$ cat config.mk
export PLATFORM = sky130hd
export DESIGN_NAME = lsu
export DESIGN_NICKNAME = d
export VERILOG_FILES = /design/src/rtl/lsu_pkg.sv /design/src/rtl/lsu_align.sv /design/src/rtl/lsu.sv
export SDC_FILE = /design/constraint.sdc
export NUM_CORES = 1
export LEC_CHECK = 0
export ABC_AREA = 1
export CAP_MARGIN = 10
export CORE_ASPECT_RATIO = 1.75
export CORE_MARGIN = 3
export CORE_UTILIZATION = 37
export DETAILED_ROUTE_END_ITERATION = 8
export PLACE_DENSITY = 0.69
export SLEW_MARGIN = 5
export SYNTH_ARGS = -nofsm -noshare
export SYNTH_HDL_FRONTEND = slang
export SYNTH_SLANG_ARGS = --single-unit
$ cat constraint.sdc
create_clock -name clk -period 2.7 [get_ports clk]
set_input_delay 0.54 -clock clk [delete_from_list [all_inputs] [get_ports clk]]
set_output_delay 0.54 -clock clk [all_outputs]
set_load 0.005 [all_outputs]
$ cat src/rtl/lsu_pkg.sv
// Shared definitions for the load/store unit: op-field layout, access-size
// codes, FSM state encoding and the default datapath width.
package lsu_pkg;

   localparam int DATA_WIDTH = 32;
   localparam int ADDR_WIDTH = 32;

   // req_op layout: [3] store, [2] unsigned load, [1:0] access size
   localparam int OP_STORE = 3;
   localparam int OP_UNS   = 2;

   localparam logic [1:0] SZ_BYTE = 2'b00;
   localparam logic [1:0] SZ_HALF = 2'b01;
   localparam logic [1:0] SZ_WORD = 2'b10;

   typedef enum logic [1:0] {
      ST_IDLE   = 2'd0,
      ST_REQ    = 2'd1,
      ST_RDWAIT = 2'd2,
      ST_DONE   = 2'd3
   } lsu_state_e;

endpackage

$ cat src/rtl/lsu_align.sv
// Combinational byte-lane steering shared by the store and load paths.
// Ports:
//   i_size     access size code (byte/half/word, 11 reserved)
//   i_uns      zero-extend loads instead of sign-extending
//   i_offs     byte offset within the word (addr[1:0])
//   i_wdata    right-aligned store data
//   i_rdata    raw read word from memory
//   o_strb     byte-lane write enables for the store
//   o_wdata    store data moved into its byte lanes
//   o_misalign access violates natural alignment or uses the reserved size
//   o_rdata    selected and extended load result
module lsu_align
   import lsu_pkg::*;
(
   input  logic [1:0]            i_size,
   input  logic                  i_uns,
   input  logic [1:0]            i_offs,
   input  logic [DATA_WIDTH-1:0] i_wdata,
   input  logic [DATA_WIDTH-1:0] i_rdata,
   output logic [3:0]            o_strb,
   output logic [DATA_WIDTH-1:0] o_wdata,
   output logic                  o_misalign,
   output logic [DATA_WIDTH-1:0] o_rdata
);

   logic [4:0]            w_shamt;
   logic [DATA_WIDTH-1:0] w_lane;

   assign w_shamt = {i_offs, 3'b000};
   assign w_lane  = i_rdata >> w_shamt;

   always_comb begin
      o_strb     = 4'b0000;
      o_misalign = 1'b0;
      o_wdata    = i_wdata << w_shamt;
      case (i_size)
         SZ_BYTE: o_strb = 4'b0001 << i_offs;
         SZ_HALF: begin
            o_strb     = 4'b0011 << i_offs;
            o_misalign = i_offs[0];
         end
         SZ_WORD: begin
            o_strb     = 4'b1111;
            o_misalign = |i_offs;
         end
         default: o_misalign = 1'b1;
      endcase
   end

   always_comb begin
      o_rdata = w_lane;
      case (i_size)
         SZ_BYTE: o_rdata = {{24{~i_uns & w_lane[7]}},  w_lane[7:0]};
         SZ_HALF: o_rdata = {{16{~i_uns & w_lane[15]}}, w_lane[15:0]};
         default: o_rdata = w_lane;
      endcase
   end

endmodule

$ cat src/rtl/lsu.sv
// Load/store unit: takes one memory op from the controller, runs a single
// valid/ready memory transaction and returns an extended load result or a
// store completion as a one-cycle response pulse.
//
//   state  | meaning
//   IDLE   | ready for an op; misaligned ops skip straight to DONE
//   REQ    | memory request presented, waiting for mem_req_ready
//   RDWAIT | load issued, waiting for mem_rdata_valid
//   DONE   | one-cycle response pulse, then back to IDLE
//
// Ports:
//   clk, rst                      clock, synchronous active-high reset
//   req_valid/req_ready           op handshake from the controller
//   req_op, req_addr, req_wdata   op code, byte address, right-aligned store data
//   mem_addr, mem_wdata, mem_strb word address, lane-shifted data, lane enables
//   mem_write                     request is a store
//   mem_req_valid/mem_req_ready   memory request handshake
//   mem_rdata, mem_rdata_valid/mem_rdata_ready  read-data handshake
//   resp_valid, resp_data, resp_err             completion pulse and result
module lsu #(
   parameter int DATA_WIDTH = lsu_pkg::DATA_WIDTH,
   parameter int ADDR_WIDTH = lsu_pkg::ADDR_WIDTH
) (
   input  logic                  clk,
   input  logic                  rst,
   input  logic                  req_valid,
   output logic                  req_ready,
   input  logic [3:0]            req_op,
   input  logic [ADDR_WIDTH-1:0] req_addr,
   input  logic [DATA_WIDTH-1:0] req_wdata,
   output logic [ADDR_WIDTH-1:0] mem_addr,
   output logic [DATA_WIDTH-1:0] mem_wdata,
   output logic [3:0]            mem_strb,
   output logic                  mem_write,
   output logic                  mem_req_valid,
   input  logic                  mem_req_ready,
   input  logic [DATA_WIDTH-1:0] mem_rdata,
   input  logic                  mem_rdata_valid,
   output logic                  mem_rdata_ready,
   output logic                  resp_valid,
   output logic [DATA_WIDTH-1:0] resp_data,
   output logic                  resp_err
);
   import lsu_pkg::*;

   lsu_state_e            r_state;
   lsu_state_e            w_state_nxt;
   logic [3:0]            r_op;
   logic [ADDR_WIDTH-1:0] r_addr;
   logic [DATA_WIDTH-1:0] r_wdata;
   logic [DATA_WIDTH-1:0] r_resp_data;
   logic                  r_err;

   logic [1:0]            w_size;
   logic [1:0]            w_offs;
   logic [3:0]            w_strb;
   logic [DATA_WIDTH-1:0] w_wdata;
   logic                  w_misalign;
   logic [DATA_WIDTH-1:0] w_load_data;

   // The aligner sees the incoming op while idle (to flag misalignment at
   // accept time) and the latched op for the rest of the transaction.
   assign w_size = (r_state == ST_IDLE) ? req_op[1:0]   : r_op[1:0];
   assign w_offs = (r_state == ST_IDLE) ? req_addr[1:0] : r_addr[1:0];

   lsu_align u_align (
      .i_size     (w_size),
      .i_uns      (r_op[OP_UNS]),
      .i_offs     (w_offs),
      .i_wdata    (r_wdata),
      .i_rdata    (mem_rdata),
      .o_strb     (w_strb),
      .o_wdata    (w_wdata),
      .o_misalign (w_misalign),
      .o_rdata    (w_load_data)
   );

   always_ff @(posedge clk) begin
      if (rst) begin
         r_state     <= ST_IDLE;
         r_op        <= '0;
         r_addr      <= '0;
         r_wdata     <= '0;
         r_resp_data <= '0;
         r_err       <= 1'b0;
      end else begin
         r_state <= w_state_nxt;
         if (r_state == ST_IDLE && req_valid) begin
            r_op        <= req_op;
            r_addr      <= req_addr;
            r_wdata     <= req_wdata;
            r_resp_data <= '0;
            r_err       <= w_misalign;
         end
         if (r_state == ST_RDWAIT && mem_rdata_valid) begin
            r_resp_data <= w_load_data;
         end
      end
   end

   always_comb begin
      w_state_nxt     = r_state;
      req_ready       = 1'b0;
      mem_req_valid   = 1'b0;
      mem_addr        = '0;
      mem_wdata       = '0;
      mem_strb        = 4'b0000;
      mem_write       = 1'b0;
      mem_rdata_ready = 1'b0;
      resp_valid      = 1'b0;
      resp_data       = '0;
      resp_err        = 1'b0;
      case (r_state)
         ST_IDLE: begin
            req_ready = 1'b1;
            if (req_valid) begin
               w_state_nxt = w_misalign ? ST_DONE : ST_REQ;
            end
         end
         ST_REQ: begin
            mem_req_valid = 1'b1;
            mem_addr      = {r_addr[ADDR_WIDTH-1:2], 2'b00};
            mem_write     = r_op[OP_STORE];
            if (r_op[OP_STORE]) begin
               mem_strb  = w_strb;
               mem_wdata = w_wdata;
            end
            if (mem_req_ready) begin
               w_state_nxt = r_op[OP_STORE] ? ST_DONE : ST_RDWAIT;
            end
         end
         ST_RDWAIT: begin
            mem_rdata_ready = 1'b1;
            if (mem_rdata_valid) begin
               w_state_nxt = ST_DONE;
            end
         end
         ST_DONE: begin
            resp_valid  = 1'b1;
            resp_data   = r_resp_data;
            resp_err    = r_err;
            w_state_nxt = ST_IDLE;
         end
         default: w_state_nxt = ST_IDLE;
      endcase
   end

endmodule
==> results summary <==
The setup check on the worst reg-to-reg path leaves a slack of 290 ps. The minimum setup slack in the final design came out at 65.6 ps. After global routing the overflow that remains totals 0. The area of the die is 16,900 um^2.

The relative slew slack came out at 0.638. For this run, the register share of the synthesized area comes to 0.364. STA classifies the critical path startpoint as a flip-flop. After detailed routing, the average wire length per cell comes to 15.1 um. The final layout contains routed wiring with a total length of between 15,000 and 20,000 um.

The average vias per placed instance came out at 4.97. The signal on the critical path passes through inv_2, ha_4, buf_6, nand2_2, o21ai_4, buf_12, buf_4, a21oi_1, a221oi_1, buf_2. STA classifies the critical path endpoint as an output pin. The data arrival time at the worst-slack endpoint is 2090 ps. The number of buffers between clock root and the deepest sink is 2. The final clock period utilization by the worst path came out at 0.976. TritonCTS built the clock tree. The deepest level of the CTS H-tree is 3. The tool flagged a number of max-cap violations equal to 0. Synthesis produced a netlist whose cell count is 909. The final setup violation count came out at 0. The starting utilization of the core area is 0.380. The number of antenna violations at the first check in global routing came out at 4.

The setup TNS is 0 ps. The worst IR drop on VDD is 0.494 mV. The number of cells on the worst reg-to-reg path is 14.

Of the cells placed in the final design, the portion with a size suffix greater than 1 is 0.130. For this run, the slowest stage of the critical path takes 330 ps. The launch instance of the worst min-delay path is r_op[0]. The standard cell with the maximum stage delay on the critical path is sky130_fd_sc_hd__dfxtp_2. In the global route stage, overall resource usage came out at 0.233. The flip-flop and latch count after synthesis came out at roughly 100.

For the worst setup path, the data required time is ~2200 ps. The half-perimeter wire length after placement came out at 14,500 um. The hold buffer count at CTS came out at 0. The cell family contributing the most delay on the critical path is buffers and inverters.

The count of nets after finishing came out at 1,234. The area inside the core boundary came out at 14,900 um^2. The buffers plus inverters on the worst setup path is 5. The first global-routing pass estimated 31,600 um of wire.

The worst setup timing slack at the placement stage is -266 ps. The distinct cell type count of the synthesized netlist is 27. The power density normalized to cell area is between 900 and 1000 nW/um^2. The number of buffers inserted by port buffering came out at between 200 and 250.

The detailed router placed 6,551 vias in this run. The leakage power of the design came out at roughly 4 nW. The worst-path maximum fanout came out at 8. The number of slew-limit violations in the final report is 0. The actual transition at the worst max-transition pin is 543 ps. The basic-gate share of the synthesized area counting and, or, nand and nor cells came out at 0.309.

The worst register-to-register path begins at r_state[0]. The tree built by TritonCTS fans out to 103 sinks. The clock skew after layout came out at between 7 and 8 ps. The maximum number of pins on one net before global-route repair is 62.

The final critical delay including setup and external delays came out at 2630 ps. The complex-gate fraction of the synthesized area was 0.192. The worst hold path was traced through 2 stages. The instance count after placement with tap cells included came out at 1,287. The area share of xor/xnor cells in the synthesized design came out at 0. The min-delay analysis places its worst path in the category reg -> reg. The worst flop-to-flop path endpoint is r_resp_data[14]. The mux share of post-synthesis cell area is 0.

The final design area excluding fillers came out at 8570 um^2. The highest clock frequency the design can meet came out at around 380 MHz. The number of global-route vias before repair is 6,526. The synthesized netlist occupies a cell area of 5670 um^2. The critical path in this run is classified as reg -> out. The weighted congestion at the end of routability-driven global placement is 0.863. The detailed router finished its first iteration with 290 violations. The clock transition at the register clock pins on the worst setup and hold paths after CTS came out at 70 ps.

The first detailed-routing pass took 4 iterations. The area growth from synthesis to layout is 51.3%. The cell sitting at the root of the clock tree is a sky130_fd_sc_hd__clkbuf_16. The die height came out at 170 um. Row generation in the floorplan step produced a little under 60 rows.

The detailed-route DRC error count is 0. After synthesis, the largest family of logic cells by area is simple AND/OR/NAND/NOR gates. The synthesized area per cell is 6.23 um^2.

The insertion delay of the later-clocked pin in the worst-skew pair is 340 ps. The worst hold endpoint is r_op[0]. In this run the cell area measured after placement is between 8000 and 9000 um^2. The number of nets with antenna violations after detailed routing is 0. Of the total synthesized cell area, the portion taken by full adders, half adders and majority gates is 0.00883. The floorplan step set the die width to ~100 um. Leaving out filler cells and counting taps, the final layout contains ~1,300. The hold violation total from the final report came out at 0. The total I/O pin count is 211. The run finished with clean final reports.

The Yosys warning count is 0. Clock tree synthesis inserted a total of 9 buffers.
-- placed cells by master (no fill, tap or decap), types with 3 or more instances in the layout --
master | synthesis | layout
sky130_fd_sc_hd__nand2_4 | 2 | 5
sky130_fd_sc_hd__buf_4 | 11 | 53
sky130_fd_sc_hd__o21ai_1 | 9 | 12
sky130_fd_sc_hd__nor2_2 | 0 | 3
sky130_fd_sc_hd__a221oi_1 | 10 | 4
sky130_fd_sc_hd__buf_12 | 0 | 5
sky130_fd_sc_hd__nor2_1 | 141 | 137
sky130_fd_sc_hd__a211oi_1 | 7 | 4
sky130_fd_sc_hd__o21ai_0 | 81 | 75
sky130_fd_sc_hd__nand2_2 | 4 | 8
sky130_fd_sc_hd__clkbuf_2 | 0 | 3
sky130_fd_sc_hd__inv_2 | 2 | 6
sky130_fd_sc_hd__nand2_1 | 245 | 238
sky130_fd_sc_hd__a211oi_2 | 0 | 3
sky130_fd_sc_hd__a221oi_2 | 0 | 6
sky130_fd_sc_hd__ha_1 | 4 | 3
sky130_fd_sc_hd__a21oi_1 | 73 | 73
sky130_fd_sc_hd__a21oi_2 | 8 | 8
sky130_fd_sc_hd__nand3_1 | 39 | 39
sky130_fd_sc_hd__o211ai_1 | 7 | 7
sky130_fd_sc_hd__diode_2 | 0 | 4
sky130_fd_sc_hd__buf_2 | 13 | 13
sky130_fd_sc_hd__clkbuf_16 | 0 | 9
sky130_fd_sc_hd__clkdlybuf4s50_1 | 0 | 171
sky130_fd_sc_hd__inv_1 | 100 | 96
sky130_fd_sc_hd__dlygate4sd2_1 | 0 | 17
sky130_fd_sc_hd__dfxtp_1 | 103 | 101
-- flip-flops by register name, indices dropped and copies added (netlist names) --
signal and flops:
r_resp_data 32, r_state 2, r_err 1, r_wdata 32, r_addr 32, r_op 4
-- worst max path at each step --
stage,start,endpoint,slack (ps),cells past startpoint
global route,r_state[0],mem_wdata[27],-50,10
global placement,req_addr[0],mem_wdata[28],-270,9
CTS,req_addr[0],mem_wdata[17],-40,9
floorplan,r_state[0],mem_wdata[28],410,9
detailed placement,req_addr[0],mem_wdata[28],-270,9
finish,r_state[1],mem_wdata[27],70,10
-- logic make-up after synthesis --
family          count (synthesis)
fa+ha+maj                       4
buf+inv                       169
other cells                     1
flops                         103
simple gates                  436
compound gates                196
-- routing by layer --
metal,up-vias,track usage,wire length [um],part of all wire
met3,62,0.0572,1240,0.062
li1,3290,-,-,-
met2,218,0.436,10700,0.54
met4,0,0.141,1160,0.058
met5,-,0,0,0
met1,2981,0.226,6820,0.34
-- cells in the mapped netlist, drive strengths merged --
library cell  count  area share
conb              1     0.00066
dfxtp           103        0.36
nor3              1     0.00088
ha                4      0.0088
o211ai            7      0.0093
nand2           251        0.17
inv             103       0.069
nand3            42       0.042
nor2            142       0.095
a221oi           10       0.015
clkbuf           40       0.026
o21ai            90       0.079
buf              26       0.030
a211oi            7      0.0093
a21oi            81       0.077
a22oi             1      0.0013
-- power breakdown --
group / switching (mW) / internal [mW]
combinational: 2.57 / 1.85
sequential: 0.215 / 1.89
clock: 0.616 / 0.636
total: 3.40 / 4.38
-- worst min-delay path: stages, from the launching register on --
cell	delay (ps)
sky130_fd_sc_hd__dfxtp_1	300
sky130_fd_sc_hd__inv_1	60
sky130_fd_sc_hd__a21oi_1	50
-- through the flow --
stage          hold WS [ps]  utilization  power (mW)
3_5_place_dp            447        0.545        6.14
2_1_floorplan           429            -        4.66
6_report                455        0.575        7.78
3_3_place_gp            444        0.545        6.09
4_1_cts                 459        0.572        7.72
5_1_grt                 487        0.575        8.40
-- what timing repair did --
| item | 4_1_cts | 5_1_grt |
|---|---|---|
| gates resized for setup | 91 | 35 |
| setup buffers | 7 | 2 |
| cloned | 2 | 0 |
| pin swaps | 8 | 6 |
| endpoints found under the hold margin | 0 | 0 |
| setup endpoints to repair | 36 | 22 |
-- area by class of cell --
type | count | area [um^2]
diodes | 4 | 10.0
clock buffers | 9 | 225
clock inverters | 7 | 55.1
fillers | 1503 | 6340
inverters | 103 | 392
multi-input cells | 638 | 3030
flip-flops and latches | 103 | 2060
well taps | 183 | 229
repair buffers | 270 | 2570
Power figures use the tool's default switching activity.
